[src/rtl/structure2_cnn_pkg.sv]
// Shared widths, FSM encoding and saturation helper for the structure2 CNN blocks.
package structure2_cnn_pkg;

    localparam int DATA_W = 18;
    localparam int ADDR_W = 14;
    localparam int IDX_W  = 4;
    localparam int PROD_W = 2 * DATA_W;
    localparam int ACC_W  = 40;

    typedef enum logic [2:0] {
        ST_IDLE  = 3'd0,
        ST_READ  = 3'd1,
        ST_DRAIN = 3'd2,
        ST_OUT   = 3'd3,
        ST_FIN   = 3'd4
    } fc2_state_e;

    localparam logic signed [ACC_W:0] SAT_MAX = 41'sd131071;
    localparam logic signed [ACC_W:0] SAT_MIN = -41'sd131072;

    function automatic logic signed [DATA_W-1:0] sat_data(input logic signed [ACC_W:0] v);
        if (v > SAT_MAX)      sat_data = DATA_W'(SAT_MAX);
        else if (v < SAT_MIN) sat_data = DATA_W'(SAT_MIN);
        else                  sat_data = v[DATA_W-1:0];
    endfunction

endpackage

[src/rtl/structure2_fc2_mac.sv]
// fc2 multiply-accumulate with rescale, bias add and saturation.
// Optional ReLU clamp is selected by STRUCTURE2_FC2_RELU_EN.
module structure2_fc2_mac
    import structure2_cnn_pkg::*;
#(
    parameter int FRAC = 8
) (
    input  logic                     clk,
    input  logic                     rst_n,
    input  logic                     clr,
    input  logic                     rd_en,
    input  logic signed [DATA_W-1:0] act,
    input  logic signed [DATA_W-1:0] wgt,
    input  logic signed [DATA_W-1:0] bias,
    output logic signed [DATA_W-1:0] res
);

    logic                     vld_q, vld_d;
    logic signed [ACC_W-1:0]  acc_q, acc_d;
    logic signed [PROD_W-1:0] prod;
    logic signed [ACC_W-1:0]  shifted;
    logic signed [ACC_W:0]    biased;
    logic signed [DATA_W-1:0] sat;

    assign prod = act * wgt;

    // Buffer/ROM data lands one cycle after the read, so the add trails fc2en by one.
    always_comb begin
        vld_d = rd_en;
        acc_d = acc_q;
        if (clr)
            acc_d = '0;
        else if (vld_q)
            acc_d = acc_q + {{(ACC_W-PROD_W){prod[PROD_W-1]}}, prod};
    end

    always_ff @(posedge clk or negedge rst_n) begin
        if (!rst_n) begin
            vld_q <= 1'b0;
            acc_q <= '0;
        end else begin
            vld_q <= vld_d;
            acc_q <= acc_d;
        end
    end

    assign shifted = acc_q >>> FRAC;
    assign biased  = {shifted[ACC_W-1], shifted} + {{(ACC_W+1-DATA_W){bias[DATA_W-1]}}, bias};
    assign sat     = sat_data(biased);

`ifdef STRUCTURE2_FC2_RELU_EN
    assign res = sat[DATA_W-1] ? '0 : sat;
`else
    assign res = sat;
`endif

endmodule

[src/rtl/structure2_fc2_layer.sv]
// fc2 layer: sequences buffer/weight/bias reads per neuron and emits one result each.
// Build option STRUCTURE2_FC2_RELU_EN enables ReLU on the results.
module structure2_fc2_layer
    import structure2_cnn_pkg::*;
#(
    parameter int IN_LEN  = 128,
    parameter int OUT_LEN = 10,
    parameter int FRAC    = 8
) (
    input  logic                     clk,
    input  logic                     rst_n,
    input  logic                     start,
    output logic                     fc2en,
    output logic [ADDR_W-1:0]        fc2dataaddr,
    input  logic signed [DATA_W-1:0] fc2dataout,
    output logic [ADDR_W-1:0]        waddr,
    input  logic signed [DATA_W-1:0] wdata,
    output logic [IDX_W-1:0]         baddr,
    input  logic signed [DATA_W-1:0] bdata,
    output logic                     out_valid,
    output logic [IDX_W-1:0]         out_idx,
    output logic signed [DATA_W-1:0] out_data,
    output logic                     busy,
    output logic                     done
);

    localparam logic [ADDR_W-1:0] LAST_I = ADDR_W'(IN_LEN - 1);
    localparam logic [IDX_W-1:0]  LAST_O = IDX_W'(OUT_LEN - 1);

    fc2_state_e               state_q;
    logic [ADDR_W-1:0]        i_q;
    logic [ADDR_W-1:0]        waddr_q;
    logic [IDX_W-1:0]         o_q;
    logic                     fc2en_q;
    logic                     out_valid_q;
    logic [IDX_W-1:0]         out_idx_q;
    logic signed [DATA_W-1:0] out_data_q;
    logic                     busy_q;
    logic                     done_q;
    logic                     acc_clr;
    logic signed [DATA_W-1:0] mac_res;

    // Accumulator is cleared on the same edge that enters READ.
    assign acc_clr = ((state_q == ST_IDLE) && start) ||
                     ((state_q == ST_OUT) && (o_q != LAST_O));

    always_ff @(posedge clk or negedge rst_n) begin
        if (!rst_n) begin
            state_q     <= ST_IDLE;
            i_q         <= '0;
            waddr_q     <= '0;
            o_q         <= '0;
            fc2en_q     <= 1'b0;
            out_valid_q <= 1'b0;
            out_idx_q   <= '0;
            out_data_q  <= '0;
            busy_q      <= 1'b0;
            done_q      <= 1'b0;
        end else begin
            out_valid_q <= 1'b0;
            done_q      <= 1'b0;
            case (state_q)
                ST_IDLE: if (start) begin
                    state_q <= ST_READ;
                    busy_q  <= 1'b1;
                    fc2en_q <= 1'b1;
                    i_q     <= '0;
                    o_q     <= '0;
                    waddr_q <= '0;
                end
                ST_READ: begin
                    if (i_q == LAST_I) begin
                        state_q <= ST_DRAIN;
                        fc2en_q <= 1'b0;
                    end else begin
                        i_q     <= i_q + 1'b1;
                        waddr_q <= waddr_q + 1'b1;
                    end
                end
                ST_DRAIN: state_q <= ST_OUT;
                ST_OUT: begin
                    out_valid_q <= 1'b1;
                    out_idx_q   <= o_q;
                    out_data_q  <= mac_res;
                    if (o_q == LAST_O) begin
                        state_q <= ST_FIN;
                    end else begin
                        // Weight rows are contiguous, so the next neuron starts at waddr+1.
                        state_q <= ST_READ;
                        o_q     <= o_q + 1'b1;
                        i_q     <= '0;
                        waddr_q <= waddr_q + 1'b1;
                        fc2en_q <= 1'b1;
                    end
                end
                ST_FIN: begin
                    state_q <= ST_IDLE;
                    busy_q  <= 1'b0;
                    done_q  <= 1'b1;
                end
                default: state_q <= ST_IDLE;
            endcase
        end
    end

    structure2_fc2_mac #(.FRAC(FRAC)) u_mac (
        .clk   (clk),
        .rst_n (rst_n),
        .clr   (acc_clr),
        .rd_en (fc2en_q),
        .act   (fc2dataout),
        .wgt   (wdata),
        .bias  (bdata),
        .res   (mac_res)
    );

    assign fc2en       = fc2en_q;
    assign fc2dataaddr = i_q;
    assign waddr       = waddr_q;
    assign baddr       = o_q;
    assign out_valid   = out_valid_q;
    assign out_idx     = out_idx_q;
    assign out_data    = out_data_q;
    assign busy        = busy_q;
    assign done        = done_q;

endmodule

[config.mk]
export PLATFORM = sky130hd
export DESIGN_NAME = structure2_fc2_layer
export DESIGN_NICKNAME = d
export VERILOG_FILES = /design/src/rtl/structure2_cnn_pkg.sv /design/src/rtl/structure2_fc2_mac.sv /design/src/rtl/structure2_fc2_layer.sv
export SDC_FILE = /design/constraint.sdc
export NUM_CORES = 1
export LEC_CHECK = 0
export ABC_CLOCK_PERIOD_IN_PS = 3890
export CAP_MARGIN = 40
export CORE_ASPECT_RATIO = 1.4
export CORE_MARGIN = 3
export CORE_UTILIZATION = 61
export DETAILED_ROUTE_END_ITERATION = 7
export PLACE_DENSITY = 0.81
export SETUP_SLACK_MARGIN = 0.4
export SYNTH_ARGS = -nofsm -noshare
export SYNTH_HDL_FRONTEND = slang
export SYNTH_SLANG_ARGS = --single-unit
[constraint.sdc]
create_clock -name clk -period 3.89 [get_ports clk]
set_clock_uncertainty 0.15 [all_clocks]
set_input_delay 0.5835 -clock clk [delete_from_list [all_inputs] [get_ports clk]]
set_output_delay 0.5835 -clock clk [all_outputs]
set_load 0.01 [all_outputs]
Yosys cells after proc, flatten, opt, wreduce, memory -nomap -nowiden

Cells that the tools add are included.

$mul: 1
Magnitude comparators: 2
Multiplexer cells: 25
Reduce and logical (&&, ||, !) cells: 13
Equality and inequality tests: 11
Add/subtract/negate cells: 5

Operator list:

| cell                                                                            | number |
|---|---|
| 14-bit one-hot mux with 3 select lines                                          | 2 |
| 40-bit 2-to-1 mux                                                               | 2 |
| 14-bit 2-to-1 mux                                                               | 5 |
| 41-bit by 18-bit > comparator with 1-bit output (second input constant)         | 1 |
| 41-bit by 18-bit less-than comparator with 1-bit output (second input constant) | 1 |
| 40-bit adder                                                                    | 1 |
| 18-bit by 18-bit multiplier with 36-bit output                                  | 1 |
| 18-bit 2-to-1 mux                                                               | 2 |
| 32-bit by 18-bit adder with 33-bit output                                       | 1 |
| 14-bit by 1-bit adder with 14-bit output (second input constant)                | 2 |
| 14-bit by 7-bit == test with 1-bit output (second input constant)               | 1 |
| 3-bit one-hot mux with 4 select lines                                           | 1 |
| 3-bit 2-to-1 mux                                                                | 3 |
| 4-bit 2-to-1 mux                                                                | 2 |
| 2-bit != test (second input constant)                                           | 4 |
| 4-bit one-hot mux with 2 select lines                                           | 1 |
| 4-bit AND reduction                                                             | 2 |
| 3-bit by 2-bit == test with 1-bit output (second input constant)                | 2 |
| 2-bit nonzero test                                                              | 3 |
| 1-bit 2-to-1 mux                                                                | 5 |
| 4-bit by 1-bit adder with 4-bit output (second input constant)                  | 1 |
| 4-bit == test (second input constant)                                           | 1 |
| 4-bit != test (second input constant)                                           | 1 |
| 2-bit AND reduction                                                             | 2 |
| 9 further kinds                                                                 | 10 |

Input bits: 57
Register bits: 102
Word-level logic and storage cells: 69

Depth between registers and ports, before layout

Gate-level depths: netlist of the first run.

Depth after elaboration: 4
Mapped depth: 36
Gate-level depth less buffers: 35

Cells and area by module

A second synthesis of the first run with hierarchy kept.

Cells, all modules: 2,295
Area total of the unflattened synthesis: 20,673.6 sq um

Modules (own cells, without submodules):

| module               | cells an instance | times used | area an instance (sq um) |
|---|---|---|---|
| structure2_fc2_mac   | 2,021             | 1          | 17,809.6 |
| structure2_fc2_layer | 274               | 1          | 2,864.0 |

Worst setup path after synthesis of the first run

No wires, ideal clock.

Kind: input to register
From: input wdata[10]
To: register u_mac.acc_q[39]
Slack: -4.680 ns
Arrival: 8.284 ns
Path buffers: 2
Stages: 36
Data required time: 3.604 ns
Cell sequence: clkbuf_1 > clkbuf_1 > nand2_1 > fa_1 > inv_1 > fa_1 > inv_1 > fa_1 > inv_1 > fa_1 > fa_1 > inv_1 > fa_1 > inv_1 > ha_1 > and3_1 > nor4b_1 > a211oi_1 > a31o_2 > o21ai_0 > a21o_1 > a21oi_1 > nor2_1 > o41ai_1 > xnor2_1 > ha_1 > a21o_1 > a21oi_1 > o21bai_1 > a21o_1 > a21oi_1 > nor2_1 > a21oi_1 > a2111oi_0 > a2111oi_0 > nand2_1

Cells in the longest elaborated chain, start to end: 4

RTL lines:

| item                                           | RTL line                   | source |
|---|---|---|
| from (decl)                                    | structure2_fc2_layer.sv:17 | `input logic signed [DATA_W-1:0] wdata,` |
| 18-bit by 18-bit multiplier with 36-bit output | structure2_fc2_mac.sv:25   | `assign prod = act * wgt;` |
| 40-bit adder                                   | structure2_fc2_mac.sv:34   | `acc_d = acc_q + {{(ACC_W-PROD_W){prod[PROD_W-1]}}, prod};` |
| 40-bit 2-to-1 mux                              | structure2_fc2_mac.sv:33   | `else if (vld_q)` |
| 40-bit 2-to-1 mux                              | structure2_fc2_mac.sv:31   | `if (clr)` |
| to (signal assigned)                           | structure2_fc2_mac.sv:40   | `acc_q <= '0;` |
| to (signal assigned)                           | structure2_fc2_mac.sv:43   | `acc_q <= acc_d;` |
| to (decl)                                      | structure2_fc2_mac.sv:19   | `logic signed [ACC_W-1:0] acc_q, acc_d;` |

No other way between the ends. The select of a mux whose other input is x is not followed.
A chain may end at the register's enable or synchronous reset.

Worst setup path in the final report of the first run

From: input wdata[1]
To: register u_mac.acc_q[39]

The elaborated chain is that of the path after synthesis.

==> flow_metrics.env, run 1 <==
export IMPL_grt_max_degree=64
export IMPL_final_net_count=3414
export IMPL_n_fill_cell=1361
export IMPL_synthCells=2300
export IMPL_fp_dieH_um=222
export IMPL_ant_nets=0
export IMPL_ys_seq_area_share_pct=12.6
export IMPL_hold_path_class="reg -> reg"
export IMPL_path_class="in -> reg"
export IMPL_post_route_period_util_pct=213
export IMPL_rr_startpoint="u_mac.acc_q[16]$_DFFE_PN0P_"
export IMPL_postRouteWirelength_um=84100
export IMPL_port_buffers=114
export IMPL_vias=21400
export IMPL_r2r_cells=18
export IMPL_clk_pin_slew_worst_paths_ns=0.07
export IMPL_endpoint_kind="flip-flop"
export IMPL_syn_to_final_growth_pct=41.6
export IMPL_rsz0062_at_grt="yes"
export IMPL_crit_path_start_kind="input port"
export IMPL_drt_initial_drc_count=2293
export IMPL_cts_num_sinks=102
export IMPL_grt_antenna_before_repair=2
export IMPL_worst_slew_pin_slew_ns=1.08
export IMPL_syn_area_sq_um=20300
export IMPL_detail_route_vias_per_cell=6.48
export IMPL_layout_commonest_cell="buf_4"
export IMPL_drt_pass1_iter_count=8
export IMPL_ys_warn_count=0
export IMPL_async_flop_share_pct=100
export IMPL_reg2reg_to="out_data[11]$_DFFE_PN0P_"
export IMPL_clock_latency_ns=0.38
export IMPL_cp_endpoint="u_mac.acc_q[39]$_DFFE_PN0P_"
export IMPL_hold_viol=0
export IMPL_grt_pass1_wl_um=112000
export IMPL_io_pins=115
export IMPL_synthFlopType="dfrtp_1"
export IMPL_clock_path_buffers=2
export IMPL_syn_avg_cell_area_sq_um=8.84
export IMPL_h_tree_depth=3
export IMPL_ys_ff_latch=102
export IMPL_core_sq_um=32600
export IMPL_synth_edf_count=0
export IMPL_worst_ep_arrival_time_ns=8.39
export IMPL_cts_root_buf="clkbuf_16"
export IMPL_postLayoutSetupSlackWorst_ns=-4.39
export IMPL_drive_above_1_share_pct=33.9
export IMPL_violations="design-rule violations, negative setup slack"
export IMPL_slew_headroom_pct=27.9
export IMPL_drv_slew=0
export IMPL_postLayoutCoreUtil_pct=88.3
export IMPL_grt_overflow=0
export IMPL_start_util_pct=62.4
export IMPL_drc_errors=2
export IMPL_cpPeakStageDelay_ns=0.63
export IMPL_synth_nets=2856
export IMPL_drv_cap=0
export IMPL_min_period_ns=8.28
export IMPL_dp_hpwl_um=46200
export IMPL_track_usage_pct=39.2
export IMPL_worstPathRequired_ns=4.00
export IMPL_status="complete, but fails checks"
export IMPL_r2r_slack_ns=-0.08
export IMPL_synth_distinct_cells=84
export IMPL_setup_violations=42
export IMPL_wl_per_cell_um=25.4
export IMPL_worstSetupStartpoint="wdata[1]"
export IMPL_grt_pass1_vias=22100
export IMPL_critical_path_max_fanout=7
export IMPL_gp_congestion=0.943
export IMPL_dieArea_sq_um=35600
export IMPL_max_freq_ghz=0.121
export IMPL_cts_tree="built"
export IMPL_cp_slowest_cell="fa_2"
export IMPL_die_width_um=160
export IMPL_rows=78
export IMPL_final_cell_mix="buf_4, inv_1, fa_1, nand2_1, and2_1"
export IMPL_cts_buffers=9
cell usage after synthesis, types with 16 or more instances:
library cell	instances	area, sq um
a21oi_1	88	440
dfrtp_1	102	2550
fa_1	331	6630
nand2_1	223	837
and2_1	179	1120
o21a_1	16	120
inv_1	426	1600
o32ai_1	17	149
o21ai_0	69	345
ha_1	168	2100
nor3_1	21	105
clkbuf_1	58	218
and3_1	17	106
xor2_1	50	438
mux2i_1	24	240
nand3_1	26	130
xnor2_1	63	552
o21bai_1	16	120
a211oi_1	21	158
nor2_1	151	567
a21o_1	50	375
critical path, delay by kind of cell:
kind / cells / cell delay (ns)
fa+ha+maj: 8 / 3.73
buf+inv: 9 / 0.99
simple gates: 5 / 0.85
xor+xnor: 1 / 0.15
compound gates: 12 / 2.09
cell type report:
cell class                 instances  area (sq um)  area share, %
multi-input combinational       1698         18000           62.6
timing repair buffer             620          5690           19.8
sequential                       102          2560           8.88
inverter                         427          1620           5.62
tap                              440           551           1.91
clock buffer                      12           267          0.926
clock inverter                     4          76.3          0.265
antenna                            1          2.50        0.00869
state kept, by name (all words and copies together) (netlist names):
name         flops
out_idx          4
baddr            4
u_mac.acc_q     40
fc2dataaddr     14
busy             1
done             1
out_data        18
u_mac.vld_q      1
waddr           14
state_q          3
fc2en            1
out_valid        1
metrics by stage:
| step | setup WS [ns] | hold slack (ns) | instances | cell area (sq um) | setup TNS, ns |
|---|---|---|---|---|---|
| after floorplan | -3.70 | 0.138 | 2300 | 21300 | -94.00 |
| after global placement | -4.60 | 0.309 | 3149 | 25400 | -138.80 |
| after detailed placement | -4.76 | 0.237 | 3151 | 25500 | -142.68 |
| after CTS | -3.76 | 0.331 | 3264 | 27800 | -103.10 |
| after global routing | -4.70 | 0.362 | 3304 | 28800 | -127.22 |
| final | -4.39 | 0.340 | 3304 | 28800 | -120.09 |
metal layers:
metal	share of wire, %	wire, um	track usage [%]	vias up
met1	31	25800	41.6	10100
met4	12	10200	25.1	4
met3	9.7	8120	7.61	901
met5	0.057	48	0	-
li1	-	-	-	8443
met2	47	39900	70.8	1945
how the worst min path moves through the flow:
stage	slack [ns]	start	endpoint	cells after the start
2_1_floorplan	0.14	rst_n	baddr[0]$_DFFE_PN0P_	0
3_3_place_gp	0.31	out_data[17]$_DFFE_PN0P_	out_data[17]$_DFFE_PN0P_	1
3_5_place_dp	0.24	rst_n	fc2dataaddr[11]$_DFFE_PN0P_	1
4_1_cts	0.33	out_data[17]$_DFFE_PN0P_	out_data[17]$_DFFE_PN0P_	1
5_1_grt	0.36	out_data[17]$_DFFE_PN0P_	out_data[17]$_DFFE_PN0P_	1
6_report	0.34	out_data[17]$_DFFE_PN0P_	out_data[17]$_DFFE_PN0P_	1
logic make-up (layout without fill, tap and decap cells):
family,Yosys count,count (layout),share of synthesized area [%]
flops,102,102,12.6
other cells,0,1,0
xor+xnor,113,113,4.87
buf+inv,500,1063,9.63
simple gates,695,695,16.8
mux,25,25,1.24
fa+ha+maj,499,499,42.9
compound gates,366,366,11.9
what timing repair did:
| action | 4_1_cts | 5_1_grt |
|---|---|---|
| cloned | 10 | 1 |
| hold endpoints to repair | 2 | 0 |
| endpoints found under the setup margin | 55 | 55 |
| pin swaps | 253 | 102 |
| resized for setup | 474 | 136 |
| hold buffers | 1 | 0 |
| setup buffers | 86 | 38 |
Power of run 1 is not shown: default switching activity piles up to over one toggle a cycle in this logic, so the estimate is an artifact.
==> inputs of run 2 (changes only) <==
--- a/config.mk
+++ b/config.mk
@@ -15,4 +15,5 @@
 export SETUP_SLACK_MARGIN = 0.4
 export SYNTH_ARGS = -nofsm -noshare
 export SYNTH_HDL_FRONTEND = slang
+export SYNTH_HIERARCHICAL = 1
 export SYNTH_SLANG_ARGS = --single-unit
==> constraint.sdc (replaced) <==
create_clock -name clk -period 3.89 [get_ports clk]
set_clock_uncertainty 0.15 [all_clocks]
set_input_delay 0.5835 -clock clk [delete_from_list [all_inputs] [get_ports clk]]
set_output_delay 0.5835 -clock clk [all_outputs]
set_load 0.02 [all_outputs]
==> run 2 against run 1 <==
The flow finishes with violations (negative setup slack). Worst hold slack got worse by 0.24 ns. Non-clock buffer count grew 21. Final cell count is 0.76% higher. Count of clock-buffer cells in the layout shrank 3. Critical path depth is 1 lower. Die area is 1.7% higher. Synthesized cell count decreased by 0.22%. Sequential share of layout area increased by 0.11 points. Area after synthesis increased by 1.7%. Cell area is 1.3% lower. First-iteration DRC count down 14%. Critical path type unchanged. Register-to-register slack worse by 0.26 ns.
==> flow_metrics.env, run 2 <==
export IMPL_gp_congestion=0.927
export IMPL_yosys_top_cells_count="inv_1, fa_1, nand2_1, and2_1, ha_1"
export IMPL_die_width_um=162
export IMPL_detail_route_vias_per_cell=6.31
export IMPL_postLayoutSetupSlackWorst_ns=-5.13
export IMPL_dieArea_sq_um=36200
export IMPL_synth_distinct_cells=91
export IMPL_drv_slew=0
export IMPL_layout_commonest_cell="buf_4"
export IMPL_endpoint_kind="flip-flop"
export IMPL_synth_area_leader_cell="fa_1"
export IMPL_synth_nets=2851
export IMPL_setup_violations=52
export IMPL_rsz0062_at_grt="yes"
export IMPL_path_class="in -> reg"
export IMPL_stdcell_count=3329
export IMPL_rows=79
export IMPL_synthXorXnorAreaFrac_pct=3.81
export IMPL_wl_per_cell_um=24.2
export IMPL_cts_root_buf="clkbuf_16"
export IMPL_slew_headroom_pct=40.3
export IMPL_use_met3_pct=11.9
export IMPL_synth_edf_count=0
export IMPL_synthFlopType="dfrtp_1"
export IMPL_core_sq_um=33300
export IMPL_min_period_ns=9.02
export IMPL_place_inst=3192
export IMPL_final_cell_mix="buf_4, inv_1, fa_1, nand2_1, and2_1"
export IMPL_drive_above_1_share_pct=33.1
export IMPL_grt_max_degree=54
export IMPL_synthSimpleGateAreaFrac_pct=16.2
export IMPL_grt_antenna_before_repair=10
export IMPL_critical_path_max_fanout=5
export IMPL_crit_path_start_kind="input port"
export IMPL_synth_top_area_share_pct=32.1
export IMPL_start_util_pct=62.1
export IMPL_drt_pass1_iter_count=8
export IMPL_io_pins=115
export IMPL_synth_most_common_cell="inv_1"
export IMPL_largest_reg_flops=40
export IMPL_fp_dieH_um=224
export IMPL_max_freq_ghz=0.111
export IMPL_ys_ff_latch=102
export IMPL_regMostFlops="u_mac/acc_q"
export IMPL_worst_slew_pin_slew_ns=0.896
export IMPL_clock_path_buffers=2
export IMPL_syn_avg_cell_area_sq_um=9.01
export IMPL_worstPathRequired_ns=3.99
export IMPL_synth_compound_area_share_pct=13.7
export IMPL_grtUsageMet1_pct=41.1
export IMPL_final_net_count=3432
export IMPL_status="complete, but fails checks"
export IMPL_cts_tree="built"
export IMPL_drc_errors=0
export IMPL_synthCells=2295
export IMPL_worst_ep_arrival_time_ns=9.13
export IMPL_violations="negative setup slack"
export IMPL_dp_hpwl_um=46800
export IMPL_cp_slowest_cell="fa_1"
export IMPL_postRouteWirelength_um=80500
export IMPL_drt_initial_drc_count=1977
export IMPL_h_tree_depth=3
export IMPL_syn_to_final_growth_pct=37.4
export IMPL_track_usage_pct=38.4
export IMPL_ant_nets=0
export IMPL_ys_top_cells_by_area="fa_1, dfrtp_1, ha_1"
export IMPL_port_buffers=114
export IMPL_postCtsHoldBufs=0
export IMPL_synth_area_mux_share_pct=2.63
export IMPL_met2_usage_pct=66.1
export IMPL_hold_viol=0
export IMPL_grt_overflow=0
export IMPL_post_route_period_util_pct=232
export IMPL_grt_pass1_wl_um=110000
export IMPL_grt_pass1_vias=21600
export IMPL_syn_area_sq_um=20700
export IMPL_vias=21000
export IMPL_busiest_layer="met2"
export IMPL_clock_latency_ns=0.37
export IMPL_drv_cap=0
export IMPL_postLayoutCoreUtil_pct=85.3
export IMPL_synth_top_family_by_area="adder cells"
export IMPL_cts_buffers=9
export IMPL_ys_seq_area_share_pct=12.3
export IMPL_cts_num_sinks=102
export IMPL_clk_pin_slew_worst_paths_ns=0.08
export IMPL_cpPeakStageDelay_ns=0.84
export IMPL_synthAdderAreaFrac_pct=42.2
export IMPL_async_flop_share_pct=100
export IMPL_hold_path_class="in -> async"
export IMPL_ys_warn_count=6
run 2: worst max-delay path, delay by kind of cell:
family / cells / cell delay [ns]
compound gates: 12 / 2.34
xor+xnor: 2 / 0.40
fa+ha+maj: 8 / 3.99
buf+inv: 8 / 1.02
simple gates: 4 / 0.76
run 2: layer usage:
metal / part of all wire, % / vias to the layer above
li1: - / 8588
met1: 32 / 10200
met2: 47 / 1551
met3: 12 / 688
met4: 9.6 / 12
met5: 0.094 / -
run 2: cell families after synthesis:
kind of cell	Yosys count
adders and majority gates	499
AOI/OAI and AO/OA	406
xor gates and xnor gates	89
muxes	52
buffers and inverters	486
DFF	102
and+or+nand+nor	661
run 2: cell type report:
| cell class | instances | area [sq um] |
|---|---|---|
| multi-input cells | 1707 | 17800 |
| repair buffers | 641 | 5650 |
| fillers | 1597 | 4900 |
| flip-flops and latches | 102 | 2550 |
| inverters | 415 | 1560 |
| well taps | 445 | 557 |
| clock buffers | 9 | 225 |
| clock inverters | 7 | 73.8 |
| diodes | 3 | 7.51 |
run 2: timing repair:
item | in CTS | in global routing
buffers inserted | 72 | 33
pin swaps | 187 | 137
setup endpoints to repair | 55 | 55
cloned | 13 | 0
endpoints found under the hold margin | 0 | 0
resized for setup | 306 | 208
run 2: final timing paths:
check                                                start                     endpoint  slack (ns)  cells after the start
worst max-delay path                              wdata[1]  u_mac/acc_q[39]$_DFFE_PN0P_       -5.13                     34
worst min-delay path                                 rst_n     out_data[15]$_DFFE_PN0P_         0.1                      1
worst max register to register  u_mac/acc_q[8]$_DFFE_PN0P_      out_data[7]$_DFFE_PN0P_       -0.34                     15
worst min register to register           fc2en$_DFFE_PN0P_        u_mac/vld_q$_DFF_PN0_        0.27                      0
max in group asynchronous                            rst_n  u_mac/acc_q[13]$_DFFE_PN0P_        2.66                      2
min in group clk                         fc2en$_DFFE_PN0P_        u_mac/vld_q$_DFF_PN0_        0.27                      0
run 2: metrics by stage:
stage	setup TNS, ns	instance area, sq um	worst slack (ns)	hold WS (ns)
floorplan	-100.45	21600	-4.11	0.138
global placement	-149.53	25800	-4.96	0.242
detailed placement	-155.39	25800	-5.21	0.245
CTS	-118.07	27500	-4.17	0.111
global route	-143.84	28400	-5.16	0.145
finish	-139.20	28400	-5.13	0.0952
Power of run 2 is left out for the same reason.
